`config.mk`:
```
export PLATFORM = sky130hd
export DESIGN_NAME = dat_mem_arbiter
export DESIGN_NICKNAME = d
export VERILOG_FILES = /design/src/rtl/dat_mem_arbiter.sv
export SDC_FILE = /design/constraint.sdc
export NUM_CORES = 1
export LEC_CHECK = 0
export BUFFER_PORTS_ARGS = -buffer_cell sky130_fd_sc_hd__buf_4
export CAP_MARGIN = 20
export CORE_AREA = 3 3 115 117
export CTS_CLUSTER_SIZE = 24
export DETAILED_ROUTE_END_ITERATION = 12
export DIE_AREA = 0 0 118 120
export MAX_ROUTING_LAYER = met4
export PLACE_DENSITY = 0.69
export SLEW_MARGIN = 10
export SYNTH_ARGS = -nofsm -noshare
export SYNTH_HDL_FRONTEND = slang
export SYNTH_SLANG_ARGS = --single-unit
```
`constraint.sdc`:
```
create_clock -name clock -period 3.16 [get_ports clock]
set_clock_uncertainty 0.15 [all_clocks]
set_input_delay 0.632 -clock clock [delete_from_list [all_inputs] [get_ports clock]]
set_output_delay 0.632 -clock clock [all_outputs]
set_load 0.01 [all_outputs]
```
`src/rtl/dat_mem_arbiter.sv`:
```
// Data-memory arbiter: CPU MEM stage vs host/loader port, one word access per cycle.
// CPU has fixed priority; a host denied STARVE_LIMIT cycles in a row gets one boosted grant.
module dat_mem_arbiter #(
  parameter int unsigned DEPTH        = 256,
  parameter int unsigned STARVE_LIMIT = 4
) (
  input  logic        clock,
  input  logic        reset,
  input  logic        cpu_req,
  input  logic        cpu_we,
  input  logic [31:0] cpu_addr,
  input  logic [31:0] cpu_wdata,
  output logic        cpu_gnt,
  output logic        cpu_stall,
  output logic        cpu_rvalid,
  output logic        cpu_err,
  output logic [31:0] cpu_rdata,
  input  logic        host_req,
  input  logic        host_we,
  input  logic [31:0] host_addr,
  input  logic [31:0] host_wdata,
  output logic        host_gnt,
  output logic        host_rvalid,
  output logic        host_err,
  output logic [31:0] host_rdata,
  output logic [31:0] mem_addr,
  output logic [31:0] mem_wdata,
  output logic        mem_we,
  output logic        mem_re,
  input  logic [31:0] mem_rdata
);

  localparam logic [31:0] MAX_ADDR = 32'(DEPTH - 4);
  localparam logic [3:0]  LIMIT    = 4'(STARVE_LIMIT);

  typedef enum logic {CPU_PRIO, HOST_BOOST} state_t;

  state_t      state, state_next;
  logic [3:0]  starve_cnt, starve_next;
  logic        cpu_legal, host_legal;
  logic        win_legal, win_we;
  logic [31:0] win_addr, win_wdata;

  function automatic logic is_legal(input logic [31:0] addr);
    return (addr[1:0] == 2'b00) && (addr <= MAX_ADDR);
  endfunction

  assign cpu_legal  = is_legal(cpu_addr);
  assign host_legal = is_legal(host_addr);

  always_ff @(posedge clock) begin
    if (reset) begin
      state      <= CPU_PRIO;
      starve_cnt <= '0;
    end else begin
      state      <= state_next;
      starve_cnt <= starve_next;
    end
  end

  // The boost is entered on the same edge the counter reaches the limit, so the
  // host is granted in the very next cycle.
  always_comb begin
    starve_next = starve_cnt;
    if (!host_req || host_gnt)
      starve_next = '0;
    else if (starve_cnt != 4'hF)
      starve_next = starve_cnt + 4'd1;

    state_next = state;
    case (state)
      CPU_PRIO:   if (starve_next >= LIMIT)     state_next = HOST_BOOST;
      HOST_BOOST: if (host_gnt || !host_req)    state_next = CPU_PRIO;
      default:                                  state_next = CPU_PRIO;
    endcase
  end

  always_comb begin
    cpu_gnt  = 1'b0;
    host_gnt = 1'b0;
    case (state)
      HOST_BOOST: begin
        host_gnt = host_req;
        cpu_gnt  = cpu_req & ~host_req;
      end
      default: begin
        cpu_gnt  = cpu_req;
        host_gnt = host_req & ~cpu_req;
      end
    endcase
  end

  assign cpu_stall = cpu_req & ~cpu_gnt;

  always_comb begin
    win_we    = 1'b0;
    win_addr  = '0;
    win_wdata = '0;
    win_legal = 1'b0;
    if (cpu_gnt) begin
      win_we    = cpu_we;
      win_addr  = cpu_addr;
      win_wdata = cpu_wdata;
      win_legal = cpu_legal;
    end else if (host_gnt) begin
      win_we    = host_we;
      win_addr  = host_addr;
      win_wdata = host_wdata;
      win_legal = host_legal;
    end
  end

  // Illegal accesses never reach the memory bus.
  always_comb begin
    mem_addr  = win_legal ? win_addr  : '0;
    mem_wdata = win_legal ? win_wdata : '0;
    mem_we    = win_legal &  win_we;
    mem_re    = win_legal & ~win_we;
  end

  always_ff @(posedge clock) begin
    if (reset) begin
      cpu_rvalid  <= 1'b0;
      cpu_err     <= 1'b0;
      cpu_rdata   <= '0;
      host_rvalid <= 1'b0;
      host_err    <= 1'b0;
      host_rdata  <= '0;
    end else begin
      cpu_rvalid  <= cpu_gnt;
      cpu_err     <= cpu_gnt & ~cpu_legal;
      host_rvalid <= host_gnt;
      host_err    <= host_gnt & ~host_legal;
      if (cpu_gnt) begin
        if (!cpu_legal)
          cpu_rdata <= '0;
        else if (!cpu_we)
          cpu_rdata <= mem_rdata;
      end
      if (host_gnt) begin
        if (!host_legal)
          host_rdata <= '0;
        else if (!host_we)
          host_rdata <= mem_rdata;
      end
    end
  end

endmodule

```
[Yosys cells after proc, flatten, opt, wreduce, memory -nomap -nowiden]
Cells that the tools add are included.
Operators by class
  $add $sub $neg: 1
  multipliers: 0
  divide/modulo/power cells: 0
  $lt $le $gt $ge: 3
  equality and inequality tests: 3
  shift-type cells: 0
  mux-type cells: 21
  bitwise gates (word level): 14
  reduce and logical (&&, ||, !) cells: 8
Operator list (number)
  2-to-1 mux 32 bit: 10
  less-or-equal comparator 32 x 8 -> 1 bit (second input constant): 2
  2-to-1 mux 1 bit: 8
  2-to-1 mux 4 bit: 2
  bitwise AND 1 bit: 7
  inverter 1 bit: 7
  adder 4 x 1 -> 4 bit (second input constant): 1
  >= comparator 4 x 3 -> 1 bit (second input constant): 1
  logical NOT 2 bit: 2
  inequality test 2 bit (second input constant): 2
  inequality test 4 bit (second input constant): 1
  AND reduction 2 bit: 2
  logical AND 1 bit: 2
  case mux 1 bit (2 select lines): 1
  logical NOT 1 bit: 1
  logical OR 1 bit: 1
Word-level totals
  register bits after elaboration: 73
  latch bits: 0
  bits in writable memories: 0
  ROM bits: 0
  output and inout port bits: 137
  logic and storage cells: 58
  memories: 0

[Logic depth before layout (Yosys ltp)]
  depth after elaboration: 8
  depth in mapped cells: 7

[Worst setup path before layout]
Ideal clock, no wire load.
  kind: input to output
  start point: input cpu_addr[21]
  end point: output mem_wdata[21]
  data arrival time: 2.174 ns
  path slack: 0.204 ns
  stages on the path: 6
  path buffers: 2
  cells stage by stage: or4_1 -> nor3_4 -> nand3_1 -> buf_2 -> buf_6 -> a22oi_1
Between the ends
  longest elaborated chain between the ends: 4
RTL lines
  from (decl): RTL line 11  | input logic [31:0] cpu_addr,
  less-or-equal comparator 32 x 8 -> 1 bit: RTL line 45  | return (addr[1:0] == 2'b00) && (addr <= MAX_ADDR);
  logical AND 1 bit: RTL line 45
  2-to-1 mux 1 bit: RTL line 100  | if (cpu_gnt) begin
  2-to-1 mux 32 bit: RTL line 116  | mem_wdata = win_legal ? win_wdata : '0;
  to (decl): RTL line 27  | output logic [31:0] mem_wdata,
Every way passes these cells.

[Final worst setup path]
  start point: input cpu_addr[21]
  end point: output mem_wdata[18]
The elaborated chain is that of the path after synthesis.

==> impl_metrics.ini <==
[cts]
numCtsBuffers = 9
cts_max_path_buffers = 2
cts_num_sinks = 73
cts-root-buf = clkbuf_16
cts_max_level = 3
cts_tree = built
cts_hold_buf = 0
clkTransAtPathRegs_ns = 0.05
clkLatencyLatePin_ns = 0.32

[worst_setup_path]
end_kind = output pin
critPathTopFamily = simple AND/OR/NAND/NOR gates
startpoint_type = input port
reg2reg_from = state
crit_required_ns = 2.38
worstSetupStartpoint = cpu_addr[21]
cpMostUsedCell = buf_6
path_class = input port to output pin
arrival_ns = 2.34
cp_max_fo = 20
crit_chain = buf_6 -> or4_4 -> nor3_4 -> buf_6 -> buf_12 -> nand4_1 -> a22oi_2 -> buf_4
cp_slowest_cell = or4_4
critical-path-max-stage-delay_ns = 0.55
critical_path_buf_inv_count = 4

[drt]
wl_per_cell_microns = 16.74
viasPerCell = 5.024
drt-pass1-iter-count = 5
wl_mm = 15.26
drtIter0Drc = 239
drt_drc_violations_left = 0
antenna_left = 0
num_vias = 4582

[cells_and_area]
drive_gt1_share_pct = 45.81
areaGrowthSynthToFinish_pct = 67.77
final_cell_area_sq_um = 6507
register_area_sq_um = 1461
num_antenna_cells = 0
n_fill_cell = 1167
finalNonFillerCells = 912
multi_input_area_sq_um = 2004
finish.net_count = 902

[sta]
fin_ws_ns = 0.04140
worstMarginPinSlew_ns = 0.8445
fin_crit_sh_pct = 98.69
layout_min_cycle_time_ns = 3.119
final-setup-viol-count = 0
rsz0062_at_grt = yes
slew_headroom_pct = 43.70
max_freq_ghz = 0.3207
finalHoldViolCount = 0
maxSlewViolCount = 0

[grt]
grt.busiest_layer = met2
grt_first_pass_wirelength_mm = 23.14
grt_max_degree = 100
gr-usage-met2_pct = 37.05
overflow = 0
antenna_found_initial = 0
use_met3_pct = 4.147
grt.total_usage_pct = 20.64
use_met1_pct = 23.51
grt_pass1_vias = 4449

[placed_design]
placed_area_sq_um = 6053
port_buffers = 276
dp_slack_ns = -0.1060
dp_cells = 895
gp_congestion = 0.9216
dp_hpwl_mm = 11.57

[yosys]
yosys_warnings = 0
avgSynthCellArea_sq_um = 8.081
synth_top_area_cell = dfxtp_1
yosysSeqAreaShare_pct = 37.68
syn_inst = 480
yosysUniqueCellTypes = 35
synth_area_leaders = dfxtp_1 38%, o32ai_1 14%, a22oi_1 7.5%, inv_1 6.5%, nand4_1 6.3%
synth_top_cell_area_share_pct = 37.68
ys_ff_latch = 73
syn_area_sq_um = 3879

[floorplan]
ioPinCount = 303
rows = 41
core-area_sq_um = 12470
start_util_pct = 31.12
fp.dieW_microns = 118
dieArea_sq_um = 14160
dieHeight_microns = 120

[min_path]
hold_class = flip-flop to flip-flop
min_from = cpu_rdata[7]

[pwr]
p_per_area_nw_per_um2 = 338.5
p_leak_nw = 2.678
total_power_mw = 2.203
ir_worst_vdd_v = 0.0001932

[run]
drv_cap = 0

[run_status]
run_status = finished, final reports clean
==> layout by cell type (no fill, tap or decap), types with 3 or more instances in the layout <==
| cell | n |
|---|---|
| clkbuf_16 | 9 |
| nand2_1 | 42 |
| nor4_1 | 10 |
| buf_4 | 284 |
| o32ai_1 | 64 |
| nand2b_1 | 32 |
| buf_12 | 5 |
| nand4_1 | 39 |
| nor2_1 | 9 |
| a22oi_1 | 15 |
| conb_1 | 26 |
| buf_6 | 4 |
| clkbuf_1 | 3 |
| inv_1 | 67 |
| dfxtp_1 | 73 |
| a22oi_2 | 24 |
==> area by class of cell <==
type	count	area share, %
multi-input combinational	289	30.80
timing repair buffer	293	34.99
clock inverter	3	0.6153
sequential	73	22.46
tap	172	3.307
inverter	69	3.980
clock buffer	13	3.845
==> Yosys cell counts <==
| cell type | number |
|---|---|
| a211oi_1 | 1 |
| a21bo_2 | 1 |
| a22oi_1 | 39 |
| a31oi_1 | 3 |
| and2_1 | 2 |
| and3_1 | 1 |
| and4_1 | 2 |
| buf_1 | 4 |
| buf_2 | 5 |
| buf_4 | 26 |
| buf_6 | 1 |
| clkbuf_1 | 38 |
| conb_1 | 1 |
| dfxtp_1 | 73 |
| ha_1 | 1 |
| inv_1 | 67 |
| inv_2 | 2 |
| mux2i_1 | 1 |
| nand2_1 | 42 |
| nand2b_1 | 32 |
| nand3_1 | 3 |
| nand3b_1 | 1 |
| nand4_1 | 39 |
| nand4b_1 | 1 |
| nor2_1 | 9 |
| nor3_1 | 2 |
| nor3_4 | 1 |
| nor4_1 | 10 |
| o21ai_1 | 1 |
| o31ai_1 | 1 |
| o32ai_1 | 64 |
| or2_1 | 1 |
| or4_1 | 3 |
| or4_4 | 1 |
| xnor2_1 | 1 |
==> path summary, 6_finish.rpt <==
path | cells past startpoint | slack, ns | endpoint
max reg2reg | 6 | 1.24 | host_rdata[26]
min reg2reg | 2 | 0.33 | cpu_rdata[7]
max | 8 | 0.04 | mem_wdata[18]
min | 2 | 0.33 | cpu_rdata[7]
==> metal layers <==
metal | routed length (microns) | share of wire (%)
met1 | 5979 | 39
met2 | 8108 | 53
met3 | 993 | 6.5
met4 | 183 | 1.2
met5 | 0 | 0
==> what timing repair did <==
item,in CTS,in global routing
setup buffers,0,1
resized for setup,13,17
gates cloned,0,0
setup endpoints to repair,24,37
pin swaps,2,4
==> power breakdown <==
part | internal (mW) | switching, mW | leakage, nW
Clock | 0.630 | 0.354 | 0.144
Sequential | 0.924 | 0.00144 | 0.589
Combinational | 0.164 | 0.129 | 1.95
Total | 1.72 | 0.484 | 2.68
==> state kept, by name, indices dropped and copies added, names as in the netlist <==
signal       count
host_rvalid      1
host_rdata      32
host_err         1
cpu_rdata       32
state            1
cpu_rvalid       1
starve_cnt       4
cpu_err          1
==> worst min-delay path: stages (launching register included) <==
cell	delay, ns
dfxtp_1	0.31
inv_1	0.05
o32ai_1	0.07
==> per-stage QoR <==
stage | utilization [%] | hold WS, ns | setup TNS, ns
6_report | 52.20 | 0.3255 | 0
5_1_grt | 52.20 | 0.3428 | -0.2829
4_1_cts | 51.40 | 0.3285 | -0.03085
3_5_place_dp | 48.56 | 0.3197 | -0.9246
3_3_place_gp | 48.56 | 0.3129 | -0.8210
2_1_floorplan | - | 0.3215 | 0
==> cell families after synthesis <==
group           synth area share, %
compound gates                23.26
buf+inv                       16.71
mux                          0.2581
flops                         37.68
simple gates                  21.45
xor+xnor                     0.2258
fa+ha+maj                    0.3225
other cells                 0.09668
Power figures use the tool's default switching activity.
